`src/rtl/dmem_mmio_bridge.sv`:
```
// dmem_mmio_bridge: steers processor dmem accesses to the data RAM, an 8-word MMIO window, or nowhere.
// Latency: loads are combinational (same cycle); a TX push is visible on tx_data one cycle later.
// Backpressure: tx_ready holds the FIFO head; a push into a full FIFO with no pop is dropped and flagged.

module dmem_mmio_fifo #(
  parameter int W     = 32,
  parameter int DEPTH = 16,
  localparam int AW   = $clog2(DEPTH)
) (
  input  logic         clock,
  input  logic         reset,
  input  logic         in_vld,
  input  logic [W-1:0] in_dat,
  output logic         in_rdy,
  output logic         out_vld,
  output logic [W-1:0] out_dat,
  input  logic         out_rdy,
  output logic [AW:0]  count
);
  localparam logic [AW:0]   CNT_FULL = (AW+1)'(DEPTH);
  localparam logic [AW:0]   CNT_ONE  = (AW+1)'(1);
  localparam logic [AW-1:0] PTR_ONE  = AW'(1);

  logic [W-1:0]  mem_q [DEPTH];
  logic [AW-1:0] wr_ptr_q, wr_ptr_d;
  logic [AW-1:0] rd_ptr_q, rd_ptr_d;
  logic [AW:0]   count_q, count_d;
  logic          push, pop;

  // Handshakes and pointer/occupancy update; a full FIFO still accepts a push when the head leaves this cycle.
  always_comb begin
    out_vld  = (count_q != '0);
    pop      = out_vld & out_rdy;
    in_rdy   = (count_q != CNT_FULL) | pop;
    push     = in_vld & in_rdy;
    wr_ptr_d = push ? wr_ptr_q + PTR_ONE : wr_ptr_q;
    rd_ptr_d = pop ? rd_ptr_q + PTR_ONE : rd_ptr_q;
    count_d  = count_q;
    if (push & ~pop) begin
      count_d = count_q + CNT_ONE;
    end else if (pop & ~push) begin
      count_d = count_q - CNT_ONE;
    end
  end

  assign out_dat = mem_q[rd_ptr_q];
  assign count   = count_q;

  // Control state; reset empties the FIFO and leaves storage untouched.
  always_ff @(posedge clock) begin
    if (reset) begin
      wr_ptr_q <= '0;
      rd_ptr_q <= '0;
      count_q  <= '0;
    end else begin
      wr_ptr_q <= wr_ptr_d;
      rd_ptr_q <= rd_ptr_d;
      count_q  <= count_d;
    end
  end

  // Storage array; occupancy alone decides which entries are meaningful.
  always_ff @(posedge clock) begin
    if (push) begin
      mem_q[wr_ptr_q] <= in_dat;
    end
  end
endmodule

module dmem_mmio_bridge #(
  parameter int          RAM_ADDR_BITS = 12,
  parameter logic [31:0] MMIO_BASE     = 32'h0000F000,
  parameter int          FIFO_DEPTH    = 16,
  parameter int          IN_WIDTH      = 8
) (
  input  logic                     clock,
  input  logic                     reset,
  input  logic [31:0]              address_dmem,
  input  logic [31:0]              data,
  input  logic                     wren,
  output logic [31:0]              q_dmem,
  output logic [RAM_ADDR_BITS-1:0] ram_addr,
  output logic [31:0]              ram_data,
  output logic                     ram_wren,
  input  logic [31:0]              ram_q,
  output logic [31:0]              tx_data,
  output logic                     tx_valid,
  input  logic                     tx_ready,
  input  logic [IN_WIDTH-1:0]      ext_in
);
  localparam int         CW            = $clog2(FIFO_DEPTH) + 1;
  localparam logic [2:0] OFS_TX_DATA   = 3'd0;
  localparam logic [2:0] OFS_TX_STATUS = 3'd1;
  localparam logic [2:0] OFS_INPUT     = 3'd2;
  localparam logic [2:0] OFS_CYCLE     = 3'd3;
  localparam logic [2:0] OFS_EDGE      = 3'd4;

  logic                ram_hit, mmio_hit, mmio_wr;
  logic [2:0]          ofs;
  logic                tx_push, tx_in_rdy, tx_full, tx_empty;
  logic [CW-1:0]       tx_count;
  logic [31:0]         status, mmio_rdat;
  logic [IN_WIDTH-1:0] w1c;
  logic                overflow_q, overflow_d;
  logic [IN_WIDTH-1:0] sync1_q, sync1_d, sync2_q, sync2_d, prev_q, prev_d;
  logic [IN_WIDTH-1:0] edge_q, edge_d;
  logic [31:0]         cycle_q, cycle_d;

  // Address decode and the pass-through RAM port.
  always_comb begin
    ram_hit  = (address_dmem[31:RAM_ADDR_BITS] == '0);
    mmio_hit = (address_dmem[31:3] == MMIO_BASE[31:3]);
    ofs      = address_dmem[2:0];
    mmio_wr  = wren & mmio_hit;
    ram_addr = address_dmem[RAM_ADDR_BITS-1:0];
    ram_data = data;
    ram_wren = wren & ram_hit;
    tx_push  = mmio_wr & (ofs == OFS_TX_DATA);
  end

  dmem_mmio_fifo #(.W(32), .DEPTH(FIFO_DEPTH)) u_tx_fifo (
    .clock   (clock),
    .reset   (reset),
    .in_vld  (tx_push),
    .in_dat  (data),
    .in_rdy  (tx_in_rdy),
    .out_vld (tx_valid),
    .out_dat (tx_data),
    .out_rdy (tx_ready),
    .count   (tx_count)
  );

  assign tx_full  = (tx_count == CW'(FIFO_DEPTH));
  assign tx_empty = ~tx_valid;

  // Next-state for MMIO registers; a new edge beats a same-cycle W1C on that bit.
  always_comb begin
    overflow_d = overflow_q;
    if (mmio_wr & (ofs == OFS_TX_STATUS)) begin
      overflow_d = 1'b0;
    end else if (tx_push & ~tx_in_rdy) begin
      overflow_d = 1'b1;
    end
    sync1_d = ext_in;
    sync2_d = sync1_q;
    prev_d  = sync2_q;
    w1c     = '0;
    if (mmio_wr & (ofs == OFS_EDGE)) begin
      w1c = data[IN_WIDTH-1:0];
    end
    edge_d  = (edge_q & ~w1c) | (sync2_q & ~prev_q);
    cycle_d = (mmio_wr & (ofs == OFS_CYCLE)) ? data : cycle_q + 32'd1;
  end

  // MMIO register state.
  always_ff @(posedge clock) begin
    if (reset) begin
      overflow_q <= 1'b0;
      sync1_q    <= '0;
      sync2_q    <= '0;
      prev_q     <= '0;
      edge_q     <= '0;
      cycle_q    <= '0;
    end else begin
      overflow_q <= overflow_d;
      sync1_q    <= sync1_d;
      sync2_q    <= sync2_d;
      prev_q     <= prev_d;
      edge_q     <= edge_d;
      cycle_q    <= cycle_d;
    end
  end

  // Load data mux: RAM, selected MMIO register, or zero for unmapped space.
  always_comb begin
    status          = '0;
    status[5 +: CW] = tx_count;
    status[4]       = overflow_q;
    status[1]       = tx_full;
    status[0]       = tx_empty;
    mmio_rdat       = '0;
    case (ofs)
      OFS_TX_STATUS: mmio_rdat = status;
      OFS_INPUT:     mmio_rdat[IN_WIDTH-1:0] = sync2_q;
      OFS_CYCLE:     mmio_rdat = cycle_q;
      OFS_EDGE:      mmio_rdat[IN_WIDTH-1:0] = edge_q;
      default:       mmio_rdat = '0;
    endcase
    if (ram_hit) begin
      q_dmem = ram_q;
    end else if (mmio_hit) begin
      q_dmem = mmio_rdat;
    end else begin
      q_dmem = '0;
    end
  end
endmodule

```
`config.mk`:
```
export PLATFORM = sky130hd
export DESIGN_NAME = dmem_mmio_bridge
export DESIGN_NICKNAME = d
export VERILOG_FILES = /design/src/rtl/dmem_mmio_bridge.sv
export SDC_FILE = /design/constraint.sdc
export NUM_CORES = 1
export LEC_CHECK = 0
export ABC_CLOCK_PERIOD_IN_PS = 5430
export CORE_UTILIZATION = 25
export CTS_CLUSTER_SIZE = 40
export DETAILED_ROUTE_END_ITERATION = 8
export GPL_ROUTABILITY_DRIVEN = 0
export PLACE_DENSITY = 0.41
export SKIP_CTS_REPAIR_TIMING = 1
export SYNTH_ARGS = -nofsm -noshare
export SYNTH_HDL_FRONTEND = slang
export SYNTH_SLANG_ARGS = --single-unit
```
`constraint.sdc`:
```
create_clock -name clock -period 5.43 [get_ports clock]
set_input_delay 0.543 -clock clock [delete_from_list [all_inputs] [get_ports clock]]
set_output_delay 0.543 -clock clock [all_outputs]
set_load 0.005 [all_outputs]
```
Yosys cells after proc, flatten, opt, wreduce, memory -nomap -nowiden
Memory sizes are Yosys's and may differ from the RTL's. A register that Yosys moved wholly into a read port is not among the register bits.
Index checks and enable logic that the tools add are counted.
{ "word_totals": {"ram_bits": 512, "wordCells": 60, "memories": 1, "out_inout_bits": 110, "inputBits": 108, "regBits": 78} }
{ "memory_table": {"columns": ["memory", "depth", "width", "rd", "rd_clocked_by_memory_dff", "write_ports", "line_no", "rtl"], "rows": [
  ["u_tx_fifo.mem_q", 16, 32, 1, 1, 1, "24", "logic [W-1:0] mem_q [DEPTH];"]
]} }
{ "classes": {"addsub": 5, "n_reduce_logical": 5, "eq_ne": 7, "n_bitwise": 21, "muxes": 12} }
{ "op_table": {"columns": ["op", "n"], "rows": [
  ["32-bit two-way mux", 3],
  ["24-bit one-hot mux with 2 select lines", 1],
  ["32-bit by 1-bit adder with 32-bit output (second input constant)", 1],
  ["8-bit one-hot mux with 4 select lines", 1],
  ["29-bit by 13-bit equality test with 1-bit output (second input constant)", 1],
  ["20-bit logical NOT", 1],
  ["8-bit AND", 2],
  ["8-bit NOT", 2],
  ["1-bit AND", 11],
  ["5-bit two-way mux", 2],
  ["4-bit by 1-bit adder with 4-bit output (second input constant)", 2],
  ["4-bit two-way mux", 2],
  ["8-bit two-way mux", 1],
  ["8-bit bitwise OR", 1],
  ["3-bit by 2-bit equality test with 1-bit output (second input constant)", 2],
  ["5-bit by 1-bit adder with 5-bit output (second input constant)", 1],
  ["5-bit equality test (second input constant)", 1],
  ["5-bit != test (second input constant)", 1],
  ["5-bit nonzero test", 1],
  ["5-bit by 1-bit subtractor with 5-bit output (second input constant)", 1],
  ["1-bit NOT", 4],
  ["3-bit by 1-bit equality test with 1-bit output (second input constant)", 1],
  ["3-bit equality test (second input constant)", 1],
  ["3-bit logical NOT", 1],
  ["other kinds (4)", 5]
]} }

Depth between registers and ports, before layout
{ "depth": {"word_depth": 8, "ltp_mapped": 11, "depth_no_buf": 11} }

By module
A second synthesis with hierarchy kept.
{ "unflattened": {"hier_cells": 1357, "hier_area_um2": 23949.2} }
{ "modules_own_cells": {"columns": ["module", "cells_per_inst", "area_per_inst_um2", "seq_area_each_um2", "n_inst"], "rows": [
  ["dmem_mmio_fifo", 897, 20091.8, 15715.1, 1],
  ["dmem_mmio_bridge", 460, 3857.4, 1301.2, 1]
]} }

Least setup slack after synthesis
Ideal clock, no wire load.
{ "synth_path": {"kind": "input-to-reg", "start": "input address_dmem[19]", "end": "memory u_tx_fifo.mem_q[4][0], enable pin", "slack_ns": 1.010, "path_buffers": 0, "arrival_ns": 3.958, "setup_ns": 0.461, "path_stages": 5, "required_time_ns": 4.969, "path_cell_list": "nor4_2 nand4_2 nor3_2 nand2_1 nor3_1"} }
{ "synth_via": {"elab_chain_cells": 6} }
{ "synth_rtl": {"columns": ["element", "line_no", "rtl"], "rows": [
  ["start: declaration", "78", "input logic [31:0] address_dmem,"],
  ["29-bit by 13-bit equality test with 1-bit output", "112", "mmio_hit = (address_dmem[31:3] == MMIO_BASE[31:3]);"],
  ["1-bit AND", "114", "mmio_wr = wren & mmio_hit;"],
  ["1-bit AND", "118", "tx_push = mmio_wr & (ofs == OFS_TX_DATA);"],
  ["1-bit AND", "35", "push = in_vld & in_rdy;"],
  ["1-bit two-way mux", "64", "if (push) begin"],
  ["1-bit two-way mux (not written as such)", "65", "mem_q[wr_ptr_q] <= in_dat;"],
  ["end: declaration", "24", null]
]} }
Every way passes these cells.

Worst setup path in the final report
{ "layout_path": {"start": "input address_dmem[6]", "end": "output q_dmem[13]"} }
{ "layout_via": {"elab_chain_cells": 3} }
{ "layout_rtl": {"columns": ["element", "line_no", "rtl"], "rows": [
  ["29-bit by 13-bit equality test with 1-bit output", "112", null],
  ["32-bit two-way mux", "191", "end else if (mmio_hit) begin"],
  ["32-bit two-way mux", "189", "if (ram_hit) begin"],
  ["end: declaration", "81", "output logic [31:0] q_dmem,"]
]} }
Every way passes these cells.

==> flow_summary.toml <==
[run]
maxCapViolCount = 0

[worst_hold_path]
hold_path.startpoint = "reset"
hold_end = "cycle_q[21]$_SDFF_PP0_"
hp-class = "in -> reg"
hold_path_depth = 2

[critical_path]
timing.rr.end = "u_tx_fifo.count[4]$_SDFFE_PP0P_"
cp-start-kind = "primary input"
critPathSlowestCell = "or2_2"
critical_path.max_fanout = 21
end_kind = "primary output"
path_delay_family = "simple AND/OR/NAND/NOR gates"
path_common_cell = "clkdlybuf4s50_1"
path_buf_inv = 3
slowest_delay_ns = 0.50
worstPathCellList = "clkdlybuf4s50_1 > nor4_1 > nand4_1 > or2_2 > nor2_2 > buf_4 > a22o_1 > clkdlybuf4s50_1"
cp.required_ns = 4.89
worstPathArrival_ns = 3.42
reg2reg_from = "u_tx_fifo.count[0]$_SDFFE_PP0P_"
r2r_cells = 12
r2r_slack_ns = 1.98
critPathKind = "in -> out"

[synth]
async_reset_ff_share_pct = 0
yosysTopAreaCell = "edfxtp_1"
ys.flop_type = "edfxtp_1"
synth_area_leaders = "edfxtp_1, mux4_2, dfxtp_1"
avgSynthCellArea_um2 = 19.01
synth-seq-cells = 594
syn_area_mm2 = 0.02391
synth_nets = 1377
yosys_warnings = 0
yosysSeqAreaShare_pct = 71.17
yosysTopAreaCellShare_pct = 64.30
synth_edf_count = 512
synthDistinctLibCells = 48
synthCells = 1258

[global_routing]
antenna_found_initial = 0
grt_usage_pct = 13.23
grt_pass1_wl_um = 93490
grt_pass1_vias = 13190
grt_start_max_net_pins = 62
overflow = 0

[sta]
max_freq_ghz = 0.2522
maxSlewViolCount = 0
finalSetupViolCount = 0
skew_ns = 0.02275
worst_slew_pin_slew_ns = 1.024
fin_crit_sh_pct = 73.03
tns_ns = 0
hold_viol_final = 0
grt_setup_unrepaired = "false"
max-slew-margin-rel_pct = 31.75
min_period_ns = 3.966

[outcome]
outcome = "complete, no violations"

[die]
dieArea_mm2 = 0.09688
start_util_pct = 25.20
die_y_um = 311.3
pin_count = 218
core-area_mm2 = 0.09487
die_width_um = 311.3
row_count = 113

[clock_network]
cts_buffers = 69
cts.path.max_buffers = 3
htree_levels = 3
clk_latency_ns = 0.60
cts.reportedPaths.clkPinSlew_ns = 0.06
cts_tree = "done"
clockRootBuffer = "clkbuf_16"
cts.sinks = 594

[placed_design]
port_buffers = 217
dp_hpwl_um = 39660

[route]
finalWirelength_um = 63810
vias_per_cell = 4.455
drt-initial-drc-count = 815
first_pass_iters = 5
wl_per_cell_um = 22.76
drc = 0
final_antenna_net_count = 0
num_vias = 12490

[power]
cellLeakagePower_nw = 9.046
powerDensity_mw_per_mm2 = 326.6
vdd_drop_max_mv = 0.2184

[finish]
area_growth_pct = 24.50
post-route-util_pct = 31.38
diodes = 0
drive_above_1_share_pct = 23.98
layout.nets = 1604
[flip-flops by register name, summed over array words and instances, names as in the netlist, named ones only]
signal / count
prev_d: 8
overflow_q: 1
edge_q: 8
cycle_q: 32
sync1_q: 8
u_tx_fifo.rd_ptr_q: 4
u_tx_fifo.mem_q: 512
prev_q: 8
u_tx_fifo.wr_ptr_q: 4
u_tx_fifo.count: 5
[power by group]
| part | internal, mW | switching (mW) |
|---|---|---|
| sequential | 4.96 | 0.00707 |
| combinational | 0.112 | 0.125 |
| clock | 2.68 | 1.84 |
[metrics by stage]
step           instance area (um2)  instances  hold slack, ns  power [mW]  worst slack [ns]
5_1_grt                      29770       2804          0.3518       10.06             1.237
3_5_place_dp                 27550       2679          0.4245       5.309             1.330
2_1_floorplan                23910       1258          0.4138       5.126             1.010
3_3_place_gp                 27550       2679          0.4236       5.304             1.418
6_report                     29770       2804          0.3760       9.722             1.464
4_1_cts                      29770       2804          0.3348       9.886             1.328
[placed cells by master (no fill, tap or decap), types with 13 or more instances in the layout]
master	count
clkbuf_1	13
dfxtp_1	78
a22o_1	25
edfxtp_1	512
nor2b_1	27
o21ai_0	20
mux4_2	160
xor2_1	23
nand2_1	33
xnor2_1	14
nor2_1	57
clkbuf_16	75
nand3_1	16
inv_1	13
a21oi_1	20
clkdlybuf4s50_1	216
nand4_1	13
clkinv_1	14
a211oi_2	30
buf_4	42
[Yosys cell counts, drive strengths merged, types with 20 or more instances]
| library cell | n |
|---|---|
| xor2 | 23 |
| clkbuf | 38 |
| a22o | 25 |
| dfxtp | 82 |
| a21oi | 20 |
| buf | 69 |
| a211oi | 30 |
| nand2 | 33 |
| nor2b | 27 |
| nor2 | 63 |
| o21ai | 20 |
| mux4 | 160 |
| edfxtp | 512 |
[cell type report]
class                           instances  area [um2]
Clock buffer                           90        1944
Clock inverter                         35       276.5
Fill cell                            9205       65100
Inverter                               13       48.80
Multi-Input combinational cell        544        6310
Sequential cell                       594       17030
Tap cell                             1265        1583
Timing Repair Buffer                  263        2577
[per-layer routing]
metal | vias up | global-route usage, % | part of all wire [%]
met5 | - | 0 | 0
met4 | 0 | 3.504 | 1.7
met3 | 75 | 2.416 | 4.4
met2 | 337 | 21.56 | 48
met1 | 6567 | 18.11 | 46
li1 | 5513 | - | -
[cells by family (layout without fill, tap and decap cells)]
group / Yosys count / count (layout) / synth area share (%)
DFF: 594 / 594 / 71.17
and+or+nand+nor: 209 / 209 / 4.537
muxes: 170 / 170 / 15.50
buffers and inverters: 120 / 401 / 2.821
AOI/OAI and AO/OA: 117 / 117 / 4.014
xor gates and xnor gates: 37 / 37 / 1.355
adders and majority gates: 11 / 11 / 0.6070
[how the worst max path moves through the flow]
| stage | start | end | slack (ns) | cells after the start |
|---|---|---|---|---|
| 6_report | address_dmem[6] | q_dmem[13] | 1.46 | 8 |
| 5_1_grt | address_dmem[6] | q_dmem[24] | 1.24 | 8 |
| 4_1_cts | address_dmem[6] | q_dmem[13] | 1.33 | 8 |
| 3_5_place_dp | address_dmem[6] | q_dmem[13] | 1.33 | 8 |
| 3_3_place_gp | address_dmem[1] | u_tx_fifo.mem_q[8][7]$_DFFE_PP_ | 1.42 | 9 |
| 2_1_floorplan | address_dmem[19] | u_tx_fifo.mem_q[4][0]$_DFFE_PP_ | 1.01 | 5 |
Power figures use the tool's default switching activity.
